--- config.mk ---
export PLATFORM = sky130hd
export DESIGN_NAME = fmd_round
export DESIGN_NICKNAME = d
export VERILOG_FILES = /design/src/rtl/fmd_pkg.sv /design/src/rtl/fmd_lzc.sv /design/src/rtl/fmd_round.sv
export SDC_FILE = /design/constraint.sdc
export NUM_CORES = 1
export LEC_CHECK = 0
export BUFFER_PORTS_ARGS = -buffer_cell sky130_fd_sc_hd__buf_4
export CAP_MARGIN = 20
export CORE_ASPECT_RATIO = 1.1
export CORE_MARGIN = 5
export CORE_UTILIZATION = 44
export CTS_BUF_LIST = sky130_fd_sc_hd__clkbuf_8
export CTS_CLUSTER_SIZE = 8
export DETAILED_ROUTE_END_ITERATION = 10
export MAX_ROUTING_LAYER = met4
export SLEW_MARGIN = 20
export SYNTH_ARGS = -nofsm -noshare
export SYNTH_HDL_FRONTEND = slang
export SYNTH_SLANG_ARGS = --single-unit
--- constraint.sdc ---
create_clock -name clk -period 6.7 [get_ports clk]
set_input_delay 0.67 -clock clk [delete_from_list [all_inputs] [get_ports clk]]
set_output_delay 0.67 -clock clk [all_outputs]
set_load 0.05 [all_outputs]
--- src/rtl/fmd_pkg.sv ---
// Shared types and limits for the multiply/divide normalize/round stage.
package fmd_pkg;

  typedef enum logic [1:0] {
    RM_RNE = 2'd0,
    RM_RZ  = 2'd1,
    RM_RU  = 2'd2,
    RM_RD  = 2'd3
  } rm_t;

  localparam int SIG_W = 57;
  localparam int FR_W  = 53;
  localparam int EXP_W = 13;
  localparam int NRM_W = 56;

  localparam logic signed [EXP_W-1:0] EMAX_D = 13'sd1023;
  localparam logic signed [EXP_W-1:0] EMIN_D = -13'sd1022;
  localparam logic signed [EXP_W-1:0] EMAX_S = 13'sd127;
  localparam logic signed [EXP_W-1:0] EMIN_S = -13'sd126;

  function automatic logic round_inc(input rm_t rm, input logic sign,
                                     input logic lsb, input logic g, input logic s);
    case (rm)
      RM_RNE:  return g & (s | lsb);
      RM_RZ:   return 1'b0;
      RM_RU:   return ~sign & (g | s);
      default: return sign & (g | s);
    endcase
  endfunction

endpackage

--- src/rtl/fmd_lzc.sv ---
// 56-bit leading-zero counter, binary-search reduction over halving windows.
module fmd_lzc (
  input  logic [55:0] i_a,
  output logic [5:0]  o_cnt
);

  logic [63:0] w_v;

  // Padding the bottom with ones caps the count at 56 for an all-zero input.
  always_comb begin
    w_v   = {i_a, 8'hFF};
    o_cnt = '0;
    o_cnt[5] = ~|w_v[63:32];
    if (o_cnt[5]) w_v = w_v << 32;
    o_cnt[4] = ~|w_v[63:48];
    if (o_cnt[4]) w_v = w_v << 16;
    o_cnt[3] = ~|w_v[63:56];
    if (o_cnt[3]) w_v = w_v << 8;
    o_cnt[2] = ~|w_v[63:60];
    if (o_cnt[2]) w_v = w_v << 4;
    o_cnt[1] = ~|w_v[63:62];
    if (o_cnt[1]) w_v = w_v << 2;
    o_cnt[0] = ~w_v[63];
  end

endmodule

--- src/rtl/fmd_round.sv ---
// Two-stage normalize (S1) and IEEE round (S2) pipeline behind the mul/div significand unit.
module fmd_round
  import fmd_pkg::*;
(
  input  logic                    clk,
  input  logic                    rst,
  input  logic                    in_valid,
  output logic                    in_ready,
  input  logic [SIG_W-1:0]        fq,
  input  logic signed [EXP_W-1:0] er_in,
  input  logic                    sign,
  input  logic                    db,
  input  rm_t                     rm,
  output logic                    out_valid,
  input  logic                    out_ready,
  output logic [FR_W-1:0]         fr,
  output logic signed [EXP_W-1:0] er,
  output logic                    f_inx,
  output logic                    f_ovf,
  output logic                    f_unf,
  output logic                    f_zero
);

  logic w_s1_adv, w_s2_adv;
  logic r_s1_v, r_s2_v;

  assign w_s2_adv = ~r_s2_v | out_ready;
  assign w_s1_adv = ~r_s1_v | w_s2_adv;
  assign in_ready = w_s1_adv;

  // S1: normalize so the hidden bit lands at n[55]
  logic [5:0]              w_lz;
  logic [NRM_W-1:0]        w_n;
  logic signed [EXP_W-1:0] w_e;
  logic                    w_zero;

  fmd_lzc u_lzc (
    .i_a   (fq[55:0]),
    .o_cnt (w_lz)
  );

  always_comb begin
    w_zero = (fq == '0);
    w_n    = fq[55:0];
    w_e    = er_in;
    if (fq[56]) begin
      w_n = {fq[56:2], fq[1] | fq[0]};
      w_e = er_in + 13'sd1;
    end else if (!fq[55]) begin
      w_n = fq[55:0] << w_lz;
      w_e = er_in - $signed({7'd0, w_lz});
    end
  end

  logic [NRM_W-1:0]        r_s1_n;
  logic signed [EXP_W-1:0] r_s1_e;
  logic                    r_s1_zero, r_s1_db, r_s1_sign;
  rm_t                     r_s1_rm;

  always_ff @(posedge clk) begin
    if (rst) begin
      r_s1_v    <= 1'b0;
      r_s1_n    <= '0;
      r_s1_e    <= '0;
      r_s1_zero <= 1'b0;
      r_s1_db   <= 1'b0;
      r_s1_sign <= 1'b0;
      r_s1_rm   <= RM_RNE;
    end else if (w_s1_adv) begin
      r_s1_v <= in_valid;
      if (in_valid) begin
        r_s1_n    <= w_n;
        r_s1_e    <= w_e;
        r_s1_zero <= w_zero;
        r_s1_db   <= db;
        r_s1_sign <= sign;
        r_s1_rm   <= rm;
      end
    end
  end

  // S2: round at the precision selected by the operand's own db bit
  logic                    w_lsb, w_g, w_s, w_inc, w_carry;
  logic [53:0]             w_sum_d;
  logic [24:0]             w_sum_s;
  logic [FR_W-1:0]         w_fr;
  logic signed [EXP_W-1:0] w_e2, w_emax, w_emin;
  logic                    w_inx, w_ovf, w_unf;

  always_comb begin
    w_lsb   = r_s1_db ? r_s1_n[3] : r_s1_n[32];
    w_g     = r_s1_db ? r_s1_n[2] : r_s1_n[31];
    w_s     = r_s1_db ? |r_s1_n[1:0] : |r_s1_n[30:0];
    w_inc   = round_inc(r_s1_rm, r_s1_sign, w_lsb, w_g, w_s);
    w_sum_d = {1'b0, r_s1_n[55:3]} + 54'(w_inc);
    w_sum_s = {1'b0, r_s1_n[55:32]} + 25'(w_inc);
    w_carry = r_s1_db ? w_sum_d[53] : w_sum_s[24];
    if (w_carry)      w_fr = {1'b1, 52'd0};
    else if (r_s1_db) w_fr = w_sum_d[52:0];
    else              w_fr = {w_sum_s[23:0], 29'd0};
    w_e2   = r_s1_e + (w_carry ? 13'sd1 : 13'sd0);
    w_emax = r_s1_db ? EMAX_D : EMAX_S;
    w_emin = r_s1_db ? EMIN_D : EMIN_S;
    w_inx  = w_g | w_s;
    w_ovf  = w_e2 > w_emax;
    w_unf  = w_e2 < w_emin;
    if (r_s1_zero) begin
      w_fr  = '0;
      w_e2  = '0;
      w_inx = 1'b0;
      w_ovf = 1'b0;
      w_unf = 1'b0;
    end
  end

  logic [FR_W-1:0]         r_fr;
  logic signed [EXP_W-1:0] r_er;
  logic                    r_inx, r_ovf, r_unf, r_zero;

  always_ff @(posedge clk) begin
    if (rst) begin
      r_s2_v <= 1'b0;
      r_fr   <= '0;
      r_er   <= '0;
      r_inx  <= 1'b0;
      r_ovf  <= 1'b0;
      r_unf  <= 1'b0;
      r_zero <= 1'b0;
    end else if (w_s2_adv) begin
      r_s2_v <= r_s1_v;
      if (r_s1_v) begin
        r_fr   <= w_fr;
        r_er   <= w_e2;
        r_inx  <= w_inx;
        r_ovf  <= w_ovf;
        r_unf  <= w_unf;
        r_zero <= r_s1_zero;
      end
    end
  end

  assign out_valid = r_s2_v;
  assign fr        = r_fr;
  assign er        = r_er;
  assign f_inx     = r_inx;
  assign f_ovf     = r_ovf;
  assign f_unf     = r_unf;
  assign f_zero    = r_zero;

endmodule
# Word-level counts from Yosys, hierarchy flattened

Index checks and enable logic that the tools add are counted.

Shift operators: 1
Mux-type cells: 24
Order comparisons: 2
Reductions and logical operators: 16
Add/subtract/negate cells: 5
Eq/ne operators: 2
Bitwise operators: 12

Operators with widths:

| cell                    | count |
|---|---|
| $mux W64                | 5 |
| $mux W53                | 3 |
| $mux W56                | 2 |
| $logic_not A57 Y1       | 1 |
| $shl A56 B6 Y56         | 1 |
| $add A53 B1 Y54         | 1 |
| $mux W13                | 3 |
| $reduce_or A32 Y1       | 1 |
| $reduce_or A31 Y1       | 1 |
| $add A24 B1 Y25         | 1 |
| $mux W10                | 2 |
| $reduce_or A16 Y1       | 1 |
| $add A13 B2 Y13         | 1 |
| $add A13 B2 Y13 const B | 1 |
| $gt A13 B11 Y1          | 1 |
| $lt A13 B11 Y1          | 1 |
| $sub A13 B7 Y13         | 1 |
| $mux W1                 | 8 |
| $reduce_or A8 Y1        | 1 |
| $logic_not A1 Y1        | 5 |
| $or A1 B1 Y1            | 5 |
| $not A1 Y1              | 4 |
| $reduce_and A2 Y1       | 2 |
| $reduce_or A2 Y1        | 2 |
| other kinds (6)         | 8 |

Output and inout port bits: 72
Register bits: 146
Word-level logic and storage cells: 76

# Longest topological paths before layout

Depth after elaboration: 14
Gate-level depth with buffers: 34
Depth with buffers taken out: 32

# Cells and area by module

From an unflattened synthesis, not the netlist that was laid out.

Cell total of the unflattened synthesis: 1639
Area, all modules: 12713.4 sq um

By module, submodules not included:

| module    | area an instance (sq um) | times used | cells each | sequential area each (sq um) |
|---|---|---|---|---|
| fmd_round | 12129.1                  | 1          | 1543       | 2922.8 |
| fmd_lzc   | 584.3                    | 1          | 96         | 0.0 |

# Worst setup path after synthesis

No wires, ideal clock.

Path type: reg-to-reg
From: register r_s1_n[17]
To: register r_ovf, in the netlist f_ovf
Setup slack: 961 ps
Arrival time: 5611 ps
Buffers on the path: 2
Required time: 6572 ps
Stages on the path, launching flop included: 35
Setup time: 128 ps
Cell sequence: dfxtp_1 > clkbuf_1 > nor3_1 > nand4_1 > o21ai_0 > nand2_1 > o21ai_0 > o21ai_0 > nand2_1 > a21boi_0 > ha_1 > nand3_1 > or4_1 > clkbuf_1 > nor2_1 > nand2_1 > nor3_1 > a21oi_1 > nor3_1 > and4_1 > nand4_1 > nor2_1 > ha_1 > ha_1 > and2_1 > nand4_1 > xnor2_1 > ha_1 > a21o_1 > a21oi_1 > a41oi_1 > nor3_1 > nor4_1 > a21oi_1 > nor2_1

Longest elaborated chain between the ends: 11
Elaborated cells between the ends (all ways): 15

RTL lines:

| element                                            | RTL line                                    | text |
|---|---|---|
| from (decl)                                        | fmd_round.sv:55                             | `logic [NRM_W-1:0] r_s1_n;` |
| from (signal assigned)                             | fmd_round.sv:72                             | `r_s1_n <= w_n;` |
| $reduce_or A31 Y1                                  | fmd_round.sv:93                             | `w_s = r_s1_db ? \|r_s1_n[1:0] : \|r_s1_n[30:0];` |
| $mux W1                                            | fmd_round.sv:93                             |  |
| $or A1 B1 Y1, on equally long branches             | fmd_pkg.sv:26, fmd_pkg.sv:27, fmd_pkg.sv:24 |  |
| $and A1 B1 Y1, on equally long branches            | fmd_pkg.sv:27, fmd_pkg.sv:24, fmd_pkg.sv:26 |  |
| $pmux W1 S3                                        | fmd_pkg.sv:23                               | `case (rm)` |
| $add A53 B1 Y54 or $add A24 B1 Y25 (tied branches) | fmd_round.sv:95, fmd_round.sv:96            |  |
| $mux W1 (*)                                        | fmd_round.sv:97                             | `w_carry = r_s1_db ? w_sum_d[53] : w_sum_s[24];` |
| $mux W1 (*)                                        | fmd_round.sv:101                            | `w_e2 = r_s1_e + (w_carry ? 13'sd1 : 13'sd0);` |
| $add A13 B2 Y13 (*)                                | fmd_round.sv:101                            |  |
| $gt A13 B11 Y1 (*)                                 | fmd_round.sv:105                            | `w_ovf = w_e2 > w_emax;` |
| $mux W1 (*)                                        | fmd_round.sv:107                            | `if (r_s1_zero) begin` |
| to (signal assigned)                               | fmd_round.sv:135                            | `r_ovf <= w_ovf;` |
| to (decl)                                          | fmd_round.sv:118                            | `logic r_inx, r_ovf, r_unf, r_zero;` |

Mark *: on every way between the ends. The rest lies on a longest branch, timed or not.
A chain may end at the register's enable or synchronous reset.

# Worst setup path after layout

From: register r_s1_n[16]
To: register r_ovf, in the netlist f_ovf

Same word-level chain as after synthesis.

==> results.sh <==
export IMPL_outcome="finished, final reports clean"
export IMPL_htreeDepth=4
export IMPL_setup_viol=0
export IMPL_max_stage_delay_ps=570
export IMPL_routed_via_density=6.74
export IMPL_synth_seq_cells=146
export IMPL_synth_cell_type_count=87
export IMPL_cts_root_buf="clkbuf_8"
export IMPL_yosys_warnings=0
export IMPL_track_usage_pct=37.6
export IMPL_antenna_left=0
export IMPL_critPathMaxFanout=5
export IMPL_drive_above_1_share_pct=16.3
export IMPL_globalplace_congestion=1.04
export IMPL_arrival_ps=6400
export IMPL_totalWireLength_um=58300
export IMPL_dieHeight_um=184
export IMPL_die_area_um2=31100
export IMPL_tightest_slew_ps=1050
export IMPL_p_leak_nw=5.40
export IMPL_synth_top_flop_cell="dfxtp_1"
export IMPL_synthCells=1693
export IMPL_grt_ovfl_total=0
export IMPL_tritoncts="done"
export IMPL_setup_worst_path_start_class="register"
export IMPL_whs_ps=436
export IMPL_async_flop_share_pct=0
export IMPL_cp_end_kind="register"
export IMPL_syn_area_um2=12200
export IMPL_synth_edf_count=0
export IMPL_ff_latch_area_um2=2930
export IMPL_vdd_drop_max_uv=123
export IMPL_tns_ps=0
export IMPL_rsz0062_at_grt="no"
export IMPL_syn_mean_instance_area_um2=7.19
export IMPL_finalHoldViolCount=0
export IMPL_dpl_hpwl_um=44400
export IMPL_grt_pass1_wl_um=87100
export IMPL_dr_pass1_iters=6
export IMPL_multi_input_area_um2=8560
export IMPL_row_count=63
export IMPL_area_growth_pct=14.9
export IMPL_critPathKind="register to register"
export IMPL_drt_iter0_drc=2124
export IMPL_avgRoutedWirePerCell_um=27.1
export IMPL_synth_seq_area_share_pct=24.0
export IMPL_finClkSkew_ps=14.6
export IMPL_port_buffers=149
export IMPL_grt_start_max_net_pins=76
export IMPL_start_util_pct=44.9
export IMPL_nFillCells=2775
export IMPL_crit_slowest_cell="or4_4"
export IMPL_clock_latency_ps=480
export IMPL_fin_nets=1879
export IMPL_vias=14500
export IMPL_finalCritPeriodShare_pct=90.4
export IMPL_clkSinkCount=146
export IMPL_clkTransAtPathRegs_ps=80
export IMPL_die_width_um=169
export IMPL_grt_pass1_vias=13800
export IMPL_maxCapViolCount=0
export IMPL_cp_data_required_time_ps=7040
export IMPL_remaining_drc_errors=0
export IMPL_max_freq_ghz=0.165
export IMPL_power_density_nw_per_um2=168
export IMPL_ioPinCount=150
export IMPL_min_period_ps=6060
export IMPL_slew_headroom_pct=30.1
export IMPL_maxSlewViolCount=0
export IMPL_clockBufferDepth=2
export IMPL_antenna_found_initial=0
export IMPL_core_area_um2=27100
export IMPL_hold_path_class="input port to register"
export IMPL_cts_made_buffers=17
export IMPL_syn_num_nets=1791
==> final timing paths <==
check	from	end	slack (ps)	depth (start not counted)
max	r_s1_n[16]$_SDFFE_PP0P_	f_ovf$_SDFFE_PP0P_	640	33
min	in_valid	r_s1_v$_SDFFE_PP0N_	440	3
min reg2reg	er[12]$_SDFFE_PP0P_	er[12]$_SDFFE_PP0P_	470	2
max reg2reg	r_s1_n[16]$_SDFFE_PP0P_	f_ovf$_SDFFE_PP0P_	640	33
==> per-layer routing <==
layer / up-vias / part of all wire (%) / track usage (%)
met5: - / 0 / -
met4: 0 / 6.9 / 21.4
met3: 198 / 8.8 / 6.35
met2: 921 / 45 / 58.9
met1: 6898 / 39 / 45.9
li1: 6490 / - / -
==> power by group <==
group / internal (mW) / leakage (nW) / total [mW] / switching [mW]
Clock: 0.261 / 0.168 / 0.618 / 0.356
Sequential: 0.911 / 1.20 / 0.963 / 0.0520
Combinational: 0.256 / 4.03 / 0.771 / 0.515
==> registers in the layout, summed over array words and instances (netlist names), 2 cells and up <==
signal	flops
er	13
r_s1_rm	2
fr	53
r_s1_e	13
r_s1_n	56
==> placed cells by master, fill, tap and decap left out, types with 14 or more instances in the layout <==
master,n
nand2_1,174
a211oi_1,21
o21ai_0,110
nor2_1,193
dfxtp_1,141
and2_1,32
xor2_1,27
a221oi_1,27
clkbuf_8,18
a31oi_1,14
inv_1,37
nand3_1,90
nor3_1,46
o211ai_1,28
mux2i_1,65
nand4_1,39
a21oi_1,117
xnor2_1,45
buf_4,207
nor4_1,22
a22oi_1,68
ha_1,19
==> metrics by stage <==
| stage | area [µm²] | std cells | util [%] | power [mW] | worst slack [ps] |
|---|---|---|---|---|---|
| finish | 14000 | 2151 | 51.6 | 2.35 | 643 |
| global route | 14000 | 2150 | 51.6 | 2.44 | 2.17 |
| CTS | 14000 | 2150 | 51.5 | 2.33 | 359 |
| detailed placement | 13600 | 2119 | 50.2 | 1.72 | 420 |
| global placement | 13600 | 2119 | 50.2 | 1.72 | 605 |
| floorplan | 12200 | 1693 | - | 1.41 | 961 |
==> Yosys cell counts, types with 7 or more instances <==
cell	number	area share (%)
nor2_1	194	6.0
nand2_1	175	5.4
dfxtp_1	146	24
a21oi_1	117	4.8
o21ai_0	110	4.5
clkbuf_1	96	3.0
nand3_1	90	3.7
a22oi_1	68	4.2
mux2i_1	65	5.3
nor3_1	47	1.9
xnor2_1	46	3.3
nand4_1	39	2.0
inv_1	36	1.1
and2_1	33	1.7
o211ai_1	28	1.7
a221oi_1	27	1.9
xor2_1	27	1.9
nor4_1	23	1.2
a211oi_1	22	1.4
ha_1	19	2.0
buf_1	17	0.52
buf_2	15	0.62
a31oi_1	14	0.72
a21o_1	12	0.74
and3_1	12	0.62
o22ai_1	11	0.57
o21a_1	10	0.62
or3_1	10	0.51
mux2_2	8	0.74
o2111ai_1	8	0.58
a311oi_1	7	0.50
a32oi_1	7	0.50
nand2b_1	7	0.36
nor3b_1	7	0.43
o21ai_1	7	0.29
o221ai_1	7	0.50
o31ai_1	7	0.43
==> worst max-delay path, delay by kind of cell, from the launching register on <==
kind                     cells  cell delay [ps]
adder cells (fa/ha/maj)      4              940
XOR/XNOR                     1              190
AO/OA/AOI/OAI                7              990
flip-flops                   1              430
buffers and inverters        1              140
AND/OR/NAND/NOR             20             3220
==> cells by family (layout without fill, tap and decap cells) <==
family	after synthesis	count (layout)	share of synthesized area, %
compound gates	536	536	29.9
xor+xnor	73	73	5.25
fa+ha+maj	20	20	2.12
buf+inv	177	277	6.13
flops	146	146	24.0
mux	79	79	7.19
other cells	0	1	0
simple gates	662	662	25.4
==> layout make-up <==
type | instances | share of cell area (%)
repair buffers | 207 | 11.1
multi-input cells | 1370 | 61.2
clock buffers | 18 | 1.77
well taps | 357 | 3.19
clock inverters | 13 | 0.662
diodes | 1 | 0.0179
flip-flops and latches | 146 | 20.9
inverters | 39 | 1.06
==> what timing repair did <==
item,CTS,global route
hold buffers,0,0
setup endpoints to repair,0,2
setup buffers,0,0
resized for setup,0,9
(Power assumes the default switching activity.)
